[config.mk]
export PLATFORM = sky130hd
export DESIGN_NAME = bcd_operand_loader
export DESIGN_NICKNAME = d
export VERILOG_FILES = /design/src/rtl/bcd_operand_loader_pkg.sv /design/src/rtl/bcd2bin_2dig.sv /design/src/rtl/bcd_operand_loader.sv
export SDC_FILE = /design/constraint.sdc
export NUM_CORES = 1
export LEC_CHECK = 0
export ABC_AREA = 0
export BUFFER_PORTS_ARGS = -buffer_cell sky130_fd_sc_hd__buf_2
export CORE_MARGIN = 5
export CORE_UTILIZATION = 55
export DETAILED_ROUTE_END_ITERATION = 12
export GPL_ROUTABILITY_DRIVEN = 0
export PLACE_DENSITY = 0.73
export SLEW_MARGIN = 20
export SYNTH_ARGS = -nofsm -noshare
export SYNTH_HDL_FRONTEND = slang
export SYNTH_SLANG_ARGS = --single-unit
[constraint.sdc]
create_clock -name clk -period 5.4 [get_ports clk]
set_input_delay 0.27 -clock clk [delete_from_list [all_inputs] [get_ports clk]]
set_output_delay 0.27 -clock clk [all_outputs]
set_load 0.02 [all_outputs]
[src/rtl/bcd_operand_loader_pkg.sv]
// Shared types and constants for the BCD operand loader: FSM state encoding,
// the largest legal BCD digit, and the shift amounts used for the x10 multiply.
package bcd_loader_pkg;

    typedef enum logic [2:0] {
        A_TENS  = 3'd0,
        A_UNITS = 3'd1,
        B_TENS  = 3'd2,
        B_UNITS = 3'd3,
        HOLD    = 3'd4
    } state_e;

    localparam logic [3:0] BCD_MAX = 4'd9;

    // x*10 is computed as (x<<3) + (x<<1)
    localparam int X10_SHL_HI = 3;
    localparam int X10_SHL_LO = 1;

endpackage

[src/rtl/bcd2bin_2dig.sv]
// Two BCD digits to a binary value (tens*10 + units).
// When neg is set the result is the two's complement of that value.
import bcd_loader_pkg::*;

module bcd2bin_2dig #(
    parameter int OP_W = 8
) (
    input  logic [3:0]      tens,
    input  logic [3:0]      units,
    input  logic            neg,
    output logic [OP_W-1:0] result
);

    logic [OP_W-1:0] t_ext;
    logic [OP_W-1:0] u_ext;
    logic [OP_W-1:0] mag;

    assign t_ext  = OP_W'(tens);
    assign u_ext  = OP_W'(units);
    assign mag    = (t_ext << X10_SHL_HI) + (t_ext << X10_SHL_LO) + u_ext;
    assign result = neg ? (~mag + OP_W'(1)) : mag;

endmodule

[src/rtl/bcd_operand_loader.sv]
// Collects four keypad BCD digits into two operands for the Booth multiplier.
// Define BCD_LOADER_SIGN_EN to enable the minus key (signed operands -99..99).
//
// state   | meaning
// A_TENS  | waiting for tens digit of op_a
// A_UNITS | waiting for units digit of op_a
// B_TENS  | waiting for tens digit of op_b
// B_UNITS | waiting for units digit of op_b
// HOLD    | pair valid, waiting for op_ready
import bcd_loader_pkg::*;

module bcd_operand_loader #(
    parameter int SYNC_STAGES = 2,
    parameter int OP_W        = 8
) (
    input  logic            clk,
    input  logic            rst_n,
    input  logic [3:0]      digit_in,
    input  logic            key_strobe,
    input  logic            sign_key,
    input  logic            clr,
    output logic [OP_W-1:0] op_a,
    output logic [OP_W-1:0] op_b,
    output logic            op_valid,
    input  logic            op_ready,
    output logic            entry_err
);

    state_e                 state;
    logic [3:0]             tens_a;
    logic [3:0]             tens_b;
    logic                   neg_a;
    logic                   neg_b;
    logic [OP_W-1:0]        conv_a;
    logic [OP_W-1:0]        conv_b;

    logic [SYNC_STAGES-1:0] key_sync;
    logic [SYNC_STAGES-1:0] fill;
    logic                   key_d;
    logic                   key_armed;
    logic                   digit_ev;
    logic                   sign_ev;
    logic                   digit_ok;
    logic                   xfer;

    // fill marks when the synchronizer holds real samples, so a strobe held
    // across reset release must be seen low before it can arm
    always_ff @(posedge clk or negedge rst_n) begin
        if (!rst_n) begin
            key_sync  <= '0;
            fill      <= '0;
            key_d     <= 1'b0;
            key_armed <= 1'b0;
        end else begin
            key_sync <= {key_sync[SYNC_STAGES-2:0], key_strobe};
            fill     <= {fill[SYNC_STAGES-2:0], 1'b1};
            key_d    <= key_sync[SYNC_STAGES-1];
            if (fill[SYNC_STAGES-1] && !key_sync[SYNC_STAGES-1])
                key_armed <= 1'b1;
        end
    end

    assign digit_ev = key_sync[SYNC_STAGES-1] & ~key_d & key_armed;

`ifdef BCD_LOADER_SIGN_EN
    logic [SYNC_STAGES-1:0] sign_sync;
    logic                   sign_d;
    logic                   sign_armed;

    always_ff @(posedge clk or negedge rst_n) begin
        if (!rst_n) begin
            sign_sync  <= '0;
            sign_d     <= 1'b0;
            sign_armed <= 1'b0;
        end else begin
            sign_sync <= {sign_sync[SYNC_STAGES-2:0], sign_key};
            sign_d    <= sign_sync[SYNC_STAGES-1];
            if (fill[SYNC_STAGES-1] && !sign_sync[SYNC_STAGES-1])
                sign_armed <= 1'b1;
        end
    end

    assign sign_ev = sign_sync[SYNC_STAGES-1] & ~sign_d & sign_armed;
`else
    logic unused_sign;
    assign unused_sign = sign_key;
    assign sign_ev     = 1'b0;
`endif

    assign digit_ok = (digit_in <= BCD_MAX);
    assign xfer     = op_valid & op_ready;

    bcd2bin_2dig #(.OP_W(OP_W)) u_conv_a (
        .tens   (tens_a),
        .units  (digit_in),
        .neg    (neg_a),
        .result (conv_a)
    );

    bcd2bin_2dig #(.OP_W(OP_W)) u_conv_b (
        .tens   (tens_b),
        .units  (digit_in),
        .neg    (neg_b),
        .result (conv_b)
    );

    always_ff @(posedge clk or negedge rst_n) begin
        if (!rst_n) begin
            state     <= A_TENS;
            tens_a    <= 4'd0;
            tens_b    <= 4'd0;
            neg_a     <= 1'b0;
            neg_b     <= 1'b0;
            op_a      <= '0;
            op_b      <= '0;
            op_valid  <= 1'b0;
            entry_err <= 1'b0;
        end else begin
            entry_err <= 1'b0;
            if (clr) begin
                state    <= A_TENS;
                tens_a   <= 4'd0;
                tens_b   <= 4'd0;
                neg_a    <= 1'b0;
                neg_b    <= 1'b0;
                op_valid <= 1'b0;
            end else if (xfer) begin
                // a digit arriving with the transfer is dropped silently
                state    <= A_TENS;
                neg_a    <= 1'b0;
                neg_b    <= 1'b0;
                op_valid <= 1'b0;
            end else begin
                if (sign_ev && state == A_TENS) neg_a <= ~neg_a;
                if (sign_ev && state == B_TENS) neg_b <= ~neg_b;
                if (digit_ev) begin
                    if (state == HOLD || !digit_ok) begin
                        entry_err <= 1'b1;
                    end else begin
                        case (state)
                            A_TENS: begin
                                tens_a <= digit_in;
                                state  <= A_UNITS;
                            end
                            A_UNITS: begin
                                op_a  <= conv_a;
                                state <= B_TENS;
                            end
                            B_TENS: begin
                                tens_b <= digit_in;
                                state  <= B_UNITS;
                            end
                            B_UNITS: begin
                                op_b     <= conv_b;
                                op_valid <= 1'b1;
                                state    <= HOLD;
                            end
                            default: state <= A_TENS;
                        endcase
                    end
                end
            end
        end
    end

endmodule

After elaboration in Yosys (flattened, before gate mapping):

Cells that the tools add are included.

* equality and inequality tests: 7
* bitwise logic cells: 9
* order comparisons: 1
* mux-type cells: 28
* add/sub/neg operators: 6
* reduce and logical (&&, ||, !) cells: 17

Operator list (count)
* 4-bit 2-to-1 mux: 10
* 7-bit by 5-bit adder with 8-bit output: 2
* 8-bit by 1-bit adder with 8-bit output, second input constant: 2
* 8-bit by 4-bit adder with 8-bit output: 2
* 8-bit 2-to-1 mux: 2
* 8-bit inverter: 2
* 3-bit 2-to-1 mux: 4
* 3-bit case mux with 4 select lines: 1
* 1-bit 2-to-1 mux: 11
* 5-bit AND reduction: 2
* 4-bit AND reduction: 2
* 2-bit nonzero test: 4
* 3-bit by 2-bit equality test with 1-bit output, second input constant: 2
* 3-bit nonzero test: 2
* 4-bit <= comparator, second input constant: 1
* 2-bit != test, second input constant: 2
* 1-bit inverter: 4
* 1-bit AND: 3
* 3-bit by 1-bit equality test with 1-bit output, second input constant: 1
* 3-bit equality test, second input constant: 1
* 3-bit logical NOT: 1
* 3-bit != test, second input constant: 1
* 3-bit AND reduction: 1
* 1-bit logical NOT: 2
* 3 further kinds: 3

* logic and storage cells: 80
* input port bits: 10
* register bits: 36
* output and inout bits: 18

Logic depth before layout (Yosys ltp):

Gate-level depths: netlist (run 1).

* word-level depth: 7
* mapped depth: 8
* mapped depth without buffers: 8

Cells and area by module:

A second synthesis (run 1) with hierarchy kept.

* cell total of the unflattened synthesis: 206
* area, all modules: 2279.7 um^2

By module, submodules not included
* bcd_operand_loader: area each 1453.9 um^2, cells each 101, instances 1, sequential area each 875.8 um^2
* bcd2bin_2dig (u_conv_a): area each 436.7 um^2, cells each 56, instances 1, sequential area each 0.0 um^2
* bcd2bin_2dig (u_conv_b): area each 389.1 um^2, cells each 49, instances 1, sequential area each 0.0 um^2

Least setup slack after synthesis (run 1):

OpenSTA, ideal clock, no wires.

* path type: register to register
* from: register tens_a[0]
* to: register op_a[6]
* clock period less this slack: 2.165 ns
* cell stages (with the launch flop): 9
* library setup time: 0.125 ns
* data required time: 5.275 ns
* arrival time: 2.040 ns
* slack: 3.235 ns
* path buffers: 0
* cell sequence: dfrtp_1 -> inv_1 -> fa_1 -> inv_1 -> fa_1 -> a21o_1 -> a21oi_1 -> xnor2_1 -> mux2_2

* word-level cells in the longest chain between the ends: 5

RTL lines
* start: declaration: line bcd_operand_loader.sv:30 `logic [3:0] tens_a;`
* start signal: assignment: line bcd_operand_loader.sv:142 `tens_a <= digit_in;`
* 7-bit by 5-bit adder with 8-bit output *: line bcd2bin_2dig.sv:20 `assign mag = (t_ext << X10_SHL_HI) + (t_ext << X10_SHL_LO) + u_ext;`
* 8-bit by 4-bit adder with 8-bit output *: line bcd2bin_2dig.sv:20
* 8-bit inverter: line bcd2bin_2dig.sv:21 `assign result = neg ? (~mag + OP_W'(1)) : mag;`
* 8-bit by 1-bit adder with 8-bit output: line bcd2bin_2dig.sv:21
* 8-bit 2-to-1 mux *: line bcd2bin_2dig.sv:21
* end signal: assignment: line bcd_operand_loader.sv:146 `op_a <= conv_a;`
* end: declaration: line bcd_operand_loader.sv:22 `output logic [OP_W-1:0] op_a,`

Every way passes the cells marked *; elsewhere a longest branch is shown, timed or not.
A chain may end at the register's enable or synchronous reset.

Worst setup path after layout (run 1):

Same ends and word-level chain as after synthesis.

==> results of run 1 <==
power by group through the flow:
stage                     Combinational [uW]  Clock (uW)  Sequential, uW
after global placement                  60.2           0             283
after detailed placement                62.0           0             284
after floorplan                         31.7           0             291
after global routing                    69.7         216             280
final                                   61.3         199             279
after CTS                               62.9         206             279
cell usage in the layout, fill, tap and decap left out, types with 2 or more instances in the layout:
cell type   n
a21o_1      5
a21oi_1    11
buf_2      26
clkbuf_4    5
dfrtp_1    35
fa_1        4
ha_1       14
inv_1      12
mux2_2     16
mux2i_1     5
nand2_1     7
nand3_1     5
nor2_1      7
nor2b_1     2
nor3_1      2
nor4_4      2
o21ai_0    10
xnor2_1     4
xor2_1      2
cell families after synthesis:
logic type,count (synthesis)
muxes,21
other,1
adders and majority gates,18
xor gates and xnor gates,6
AOI/OAI and AO/OA,29
DFF,35
and+or+nand+nor,32
buffers and inverters,15
how the worst max path moves through the flow:
| stage | cells past startpoint | from | end |
|---|---|---|---|
| 6_report | 8 | tens_a[0]$_DFFE_PN0P_ | op_a[6]$_DFFE_PN0P_ |
| 3_3_place_gp | 9 | digit_in[3] | op_b[6]$_DFFE_PN0P_ |
| 3_5_place_dp | 9 | digit_in[3] | op_a[6]$_DFFE_PN0P_ |
| 5_1_grt | 8 | tens_a[0]$_DFFE_PN0P_ | op_a[6]$_DFFE_PN0P_ |
| 4_1_cts | 8 | tens_a[0]$_DFFE_PN0P_ | op_a[6]$_DFFE_PN0P_ |
| 2_1_floorplan | 8 | tens_a[0]$_DFFE_PN0P_ | op_a[6]$_DFFE_PN0P_ |
sequential cells by signal (all words and copies together), names as in the netlist:
register,flops
fill,2
op_b,8
op_a,8
tens_a,4
key_d,1
entry_err,1
key_sync,2
key_armed,1
tens_b,4
op_valid,1
state,3
worst max-delay path, cell delays in order, from the launching register on:
cell     delay, ns
dfrtp_1       0.39
inv_1         0.07
fa_1          0.50
inv_1         0.06
fa_1          0.46
a21o_1        0.20
a21oi_1       0.17
xnor2_1       0.08
mux2_2        0.27
through the flow:
stage,setup WS (ns),hold slack (ns),total power [uW],util (%),std cells
final,3.107,0.02582,538.6,63.95,235
after global routing,2.967,0.005482,565.6,63.95,235
after CTS,3.084,0.0006620,547.8,63.95,235
after detailed placement,2.991,0.3387,346.0,61.04,226
after global placement,3.013,0.3340,343.4,61.04,226
after floorplan,3.235,-0.02559,322.7,-,157
cell type report:
type                            instances  area (um^2)
Fill cell                             289         1194
Sequential cell                        35        875.8
Clock inverter                          2        35.03
Clock buffer                            6        51.30
Multi-Input combinational cell        107        912.1
Tap cell                               46        57.56
Timing Repair Buffer                   27        140.1
Inverter                               12        45.04
per-layer routing:
| layer | up-vias | GRT usage [%] |
|---|---|---|
| li1 | 604 | - |
| met1 | 618 | 19.22 |
| met2 | 24 | 29.00 |
| met3 | 9 | 5.090 |
| met4 | 0 | 9.429 |
| met5 | - | 0 |
==> metrics.md, run 1 <==
| Metric | Value |
|---|---|
| Startpoint type of the worst setup path | `register` |
| Adder-cell share of the synthesized area | `13.78%` |
| Detailed route wirelength on metal3 | `157 um` |
| Synth area leaders | `dfrtp_1 47%, mux2_2 9.7%, ha_1 9.5%` |
| Portion of synthesized cell area occupied by the leading cell type | `47.30%` |
| Max-Cap Viols | `0` |
| Highest metal layer used by the detailed router | `met4` |
| CTS tree | `built` |
| Effective utilization at floorplan | `55.93%` |
| Simple-gate portion of the synthesized area | `10.61%` |
| Peak supply drop | `0.1817 mV` |
| Final antenna-violating net count | `0` |
| Dominant combinational cell family by area after synthesis | `adder cells` |
| Aggregate global routing overflow | `0` |
| Rel. slew slack | `48.81%` |
| M1 WL | `1346 um` |
| CTS Hold Buffers Added | `1` |
| Clock share of power | `36.9%` |
| Pin count of the biggest net entering global routing | `36` |
| Area of the mapped netlist | `0.001852 mm^2` |
| Power spent charging and discharging nets | `132.9 uW` |
| Final Slew Violations | `0` |
| Total nets after synthesis | `185` |
| Crit path time final | `2.293 ns` |
| Area leader, netlist | `dfrtp_1` |
| Share of synthesized area spent on multiplexers | `12.43%` |
| Crit Path Class | `register to register` |
| Number of nets in the layout | `216` |
| Vertical extent of the die | `68.03 um` |
| Setup repair bufs after CTS | `0` |
| Number of placement rows | `21` |
| Global-route wire length before repair | `5740 um` |
| Fraction of final layout cells with drive strength greater than 1 | `29.10%` |
| Top cell types by occurrence after synthesis | `35 x dfrtp_1, 16 x mux2_2, 14 x ha_1` |
| Mean area per synthesized cell | `11.79 um^2` |
| Placed wire-length estimate | `2403 um` |
| Ys async rst share | `100.0%` |
| Insertion delay of the later-clocked pin in the worst-skew pair | `0.35 ns` |
| Sequential area share after synthesis | `47.30%` |
| Worst min-delay path category | `input pin to register` |
| Critical Path RT | `5.64 ns` |
| Power Internal | `405.7 uW` |
| Iteration count of the initial detailed-routing pass | `4` |
| GRT Util Overall | `17.14%` |
| EDFF count, synth | `0` |
| Cts bufs inserted | `5` |
| Result of the run | `completed` |
| Count of endpoints failing setup in the final report | `0` |
| Slack of the worst reg-to-reg path | `3.11 ns` |
| Met2 routed WL | `1610 um` |
| Post-Synthesis Cells | `157` |
| Area share of xor/xnor cells in the synthesized design | `2.838%` |
| Maximum fanout along the worst path | `3` |
| Most instantiated library cell after synthesis | `dfrtp_1` |
| Final setup TNS | `0 ns` |
| Clk sinks | `35` |
| Boundary Pins | `28` |
| Most frequently used flop master after synthesis | `dfrtp_1` |
| Clock transition at the registers of the reported paths | `0.11 ns` |
| Count of synthesis-stage warnings from yosys | `0` |
| Vias in the first global route | `1286` |
| Detailed-route via count | `1255` |
| Number of antenna violations at the first check in global routing | `0` |
| Max Root-Sink Buffers | `2` |
| Root buffer cell | `clkbuf_4` |
| Total Routed Length | `3199 um` |
| Power share of the combinational group | `11.4%` |
| R2R cell count | `8` |
| Endpoints failing hold | `0` |
| Area of placed instances | `0.002021 mm^2` |
| Power Density | `254.4 mW/mm^2` |
| Switching fraction of total power | `24.68%` |
| Non-Filler Cell Area, Final | `0.002117 mm^2` |
| Worst Hold Path Cells | `1` |
| Count of distinct cell types in the synthesized netlist | `30` |
| Endpoint of the most critical register-to-register path | `op_a[6]$_DFFE_PN0P_` |
| Setup repair after global routing missed its margin | `no` |
| Peak clock frequency supported by timing | `436.1 MHz` |
| Arrival time of the worst setup path | `2.54 ns` |
| Register bit count reported by yosys | `35` |
| Slew @ Worst Pin | `0.7678 ns` |
| Post-route DRC violation count | `0` |
| Count of port buffers added during placement | `26` |
| Seq pwr share | `51.7%` |
| Hold-critical path endpoint | `key_sync[0]$_DFF_PN0_` |
| Post-CTS sizing | `0` |
| Leakage | `0.001128 uW` |
| H-tree level count | `2` |
| Launch point of the worst hold path | `key_strobe` |
| Post-synthesis to final-layout area growth | `14.32%` |
| Overall die width | `68.03 um` |
| Die Outline Area | `0.004627 mm^2` |
| Iteration-0 DRC count of the detailed router | `47` |
| Worst Setup End Kind | `register` |
| Core area | `0.003311 mm^2` |
| Synthesized-area fraction occupied by ao, oa, aoi and oai cells | `9.392%` |
| Startpoint of the most critical register-to-register path | `tens_a[0]$_DFFE_PN0P_` |
| # diodes | `0` |
| Ratio of final minimum period to clock period | `42.46%` |
| Clock skew | `0.01058 ns` |
| Drt via density | `5.340` |
| Routed wire per std cell | `13.61 um` |
Note: power is estimated with default switching activity, not from simulation.
==> run 2, diff against run 1 <==
--- a/config.mk
+++ b/config.mk
@@ -5,7 +5,7 @@
 export SDC_FILE = /design/constraint.sdc
 export NUM_CORES = 1
 export LEC_CHECK = 0
-export ABC_AREA = 0
+export ABC_AREA = 1
 export BUFFER_PORTS_ARGS = -buffer_cell sky130_fd_sc_hd__buf_2
 export CORE_MARGIN = 5
 export CORE_UTILIZATION = 55
==> constraint.sdc (replaced) <==
create_clock -name clk -period 2.4 [get_ports clk]
set_input_delay 0.12 -clock clk [delete_from_list [all_inputs] [get_ports clk]]
set_output_delay 0.12 -clock clk [all_outputs]
set_load 0.02 [all_outputs]
==> run 2 against run 1 <==
Critical path depth is 2 higher. Routed wire length is 14% higher. Synthesized area is 7.5% higher. Non-clock buffer count is 1 higher. Fmax is 15% higher. Sequential share of layout area is 2.3 points lower. Setup slack worse by 2.7 ns.
==> metrics.md, run 2 <==
| Metric | Value |
|---|---|
| Vias in the first global route | `1484` |
| Dominant combinational cell family by area after synthesis | `simple AND/OR/NAND/NOR gates` |
| Endpoints failing hold | `0` |
| Iteration count of the initial detailed-routing pass | `4` |
| CTS tree | `built` |
| Most common cell after layout, fill and taps aside | `nand2_1` |
| Adder-cell share of the synthesized area | `12.82%` |
| Ys async rst share | `100.0%` |
| Pin count of the biggest net entering global routing | `36` |
| Boundary Pins | `28` |
| Peak supply drop | `0.4061 mV` |
| Fraction of final layout cells with drive strength greater than 1 | `16.61%` |
| Global-route wire length before repair | `6430 um` |
| Slew @ Worst Pin | `0.7477 ns` |
| Largest registers | `op_a: 8 flops, op_b: 8 flops` |
| Post-route DRC violation count | `0` |
| Count of port buffers added during placement | `26` |
| Synthesized-area fraction occupied by ao, oa, aoi and oai cells | `1.508%` |
| Aggregate global routing overflow | `0` |
| Final setup TNS | `0 ns` |
| Synth area leaders | `dfrtp_1 44%, nand2_1 15%, nand3_1 10%` |
| Iteration-0 DRC count of the detailed router | `67` |
| Critical Path RT | `2.64 ns` |
| Most frequent cells in the layout | `81 x nand2_1, 40 x nand3_1, 35 x dfrtp_1` |
| Area of placed instances | `0.002155 mm^2` |
| Drt via density | `5.019` |
| Maximum fanout along the worst path | `3` |
| Cts bufs inserted | `5` |
| Result of the run | `completed` |
| Effective utilization at floorplan | `58.28%` |
| H-tree level count | `2` |
| Startpoint type of the worst setup path | `register` |
| Total nets after synthesis | `266` |
| Ratio of final minimum period to clock period | `82.97%` |
| Final Slew Violations | `0` |
| GRT Util Overall | `16.47%` |
| EDFF count, synth | `0` |
| Worst Setup End Kind | `register` |
| # diodes | `0` |
| Portion of synthesized cell area occupied by the leading cell type | `44.00%` |
| Mean area per synthesized cell | `8.364 um^2` |
| Worst min-delay path category | `input pin to register` |
| Die Outline Area | `0.004922 mm^2` |
| Post-synthesis to final-layout area growth | `12.70%` |
| Area leader, netlist | `dfrtp_1` |
| Crit Path Class | `register to register` |
| Area share of xor/xnor cells in the synthesized design | `0.8799%` |
| Setup repair after global routing missed its margin | `no` |
| Overall die width | `70.16 um` |
| Count of endpoints failing setup in the final report | `0` |
| Non-Filler Cell Area, Final | `0.002243 mm^2` |
| Most frequently used flop master after synthesis | `dfrtp_1` |
| Post-Place Worst Slack | `0.4178 ns` |
| Share of synthesized area spent on multiplexers | `0%` |
| Post-Synthesis Cells | `238` |
| Rel. slew slack | `50.15%` |
| Power Density | `499.7 mW/mm^2` |
| Arrival time of the worst setup path | `2.23 ns` |
| Count of synthesis-stage warnings from yosys | `0` |
| Root buffer cell | `clkbuf_4` |
| Top cell types by occurrence after synthesis | `81 x nand2_1, 40 x nand3_1, 35 x dfrtp_1` |
| Count of distinct cell types in the synthesized netlist | `25` |
| Number of nets in the layout | `298` |
| Vertical extent of the die | `70.16 um` |
| Simple-gate portion of the synthesized area | `33.94%` |
| Sequential area share after synthesis | `44.00%` |
| Max-Cap Viols | `0` |
| Number of antenna violations at the first check in global routing | `0` |
| Final antenna-violating net count | `0` |
| Peak clock frequency supported by timing | `502.2 MHz` |
| Final worst-path setup slack | `0.4087 ns` |
| Placed wire-length estimate | `2779 um` |
| Leakage | `0.001355 uW` |
| Insertion delay of the later-clocked pin in the worst-skew pair | `0.34 ns` |
| Detailed-route via count | `1591` |
| Register bit count reported by yosys | `35` |
| Number of placement rows | `21` |
| Crit path time final | `1.991 ns` |
| Area of the mapped netlist | `0.001991 mm^2` |
| Most instantiated library cell after synthesis | `nand2_1` |
| Core area | `0.003416 mm^2` |
| Max Root-Sink Buffers | `2` |
| Total Routed Length | `3654 um` |
| Clk sinks | `35` |
| Clock skew | `0.009841 ns` |
| Routed wire per std cell | `11.53 um` |
| Clock transition at the registers of the reported paths | `0.10 ns` |
[run 2: cell types whose count changed after synthesis, moves of 4 or more]
cell,delta
inv_1,+16
a21oi_1,-11
a21o_1,-5
o21ai_0,-9
nand2_1,+74
xnor2_1,-4
mux2_2,-16
nand4_1,+5
mux2i_1,-5
nand3_1,+35
[run 2: logic make-up (layout without fill, tap and decap cells)]
family                   Yosys count  after routing
flip-flops                        35             35
buffers and inverters             32             65
adder cells (fa/ha/maj)           18             18
XOR/XNOR                           2              2
AO/OA/AOI/OAI                      4              4
AND/OR/NAND/NOR                  146            146
other                              1              1
[run 2: path summary, 6_finish.rpt]
path | startpoint | endpoint | slack [ns] | depth (start not counted)
worst min register to register | fill[0]$_DFF_PN0_ | fill[1]$_DFF_PN0_ | 0.35 | 0
worst min-delay path | digit_in[0] | op_b[0]$_DFFE_PN0P_ | 0.06 | 3
worst max-delay path | tens_a[0]$_DFFE_PN0P_ | op_a[6]$_DFFE_PN0P_ | 0.41 | 10
worst max register to register | tens_a[0]$_DFFE_PN0P_ | op_a[6]$_DFFE_PN0P_ | 0.41 | 10
max in group asynchronous | rst_n | tens_a[2]$_DFFE_PN0P_ | 1.55 | 2
min in group asynchronous | rst_n | state[1]$_DFFE_PN0P_ | 0.37 | 2
[run 2: metrics by stage]
stage,instances,util (%),hold slack [ns],power [uW]
final,317,65.68,0.05667,1121
after global routing,317,65.68,0.04567,1185
after CTS,317,65.68,0.04508,1138
after detailed placement,307,63.08,0.2305,776.3
after global placement,307,63.08,0.2288,774.6
after floorplan,238,-,-0.1756,725.0
[run 2: repair_timing]
action | in CTS | in global routing
hold endpoints to repair | 36 | 0
hold buffers | 2 | 0
resized for setup | 0 | 0
buffers inserted | 0 | 0
[run 2: final cells by class]
class	count	area, um^2
fillers	320	1172
multi-input cells	171	982.2
flip-flops and latches	35	875.8
repair buffers	28	150.1
inverters	29	108.9
clock buffers	8	68.82
well taps	46	57.56
[run 2: worst max-delay path, stage by stage, from the launching register on]
cell and delay (ns):
dfrtp_1 0.39, inv_1 0.07, fa_1 0.50, inv_1 0.06
fa_1 0.46, nand3_1 0.13, nand3_1 0.08, nand2_1 0.06
nand2_1 0.04, nand3_1 0.06, nand2_1 0.05
[run 2: where the power goes]
part	switching [uW]	total (uW)	internal [uW]
Combinational	95.8	141	44.9
Clock	184	356	172
Sequential	12.3	624	612
[run 2: routing by layer]
layer	global-route usage [%]	wire, um
met5	0	0
met4	8.085	71
met3	4.448	230
met2	25.18	1638
met1	21.55	1713
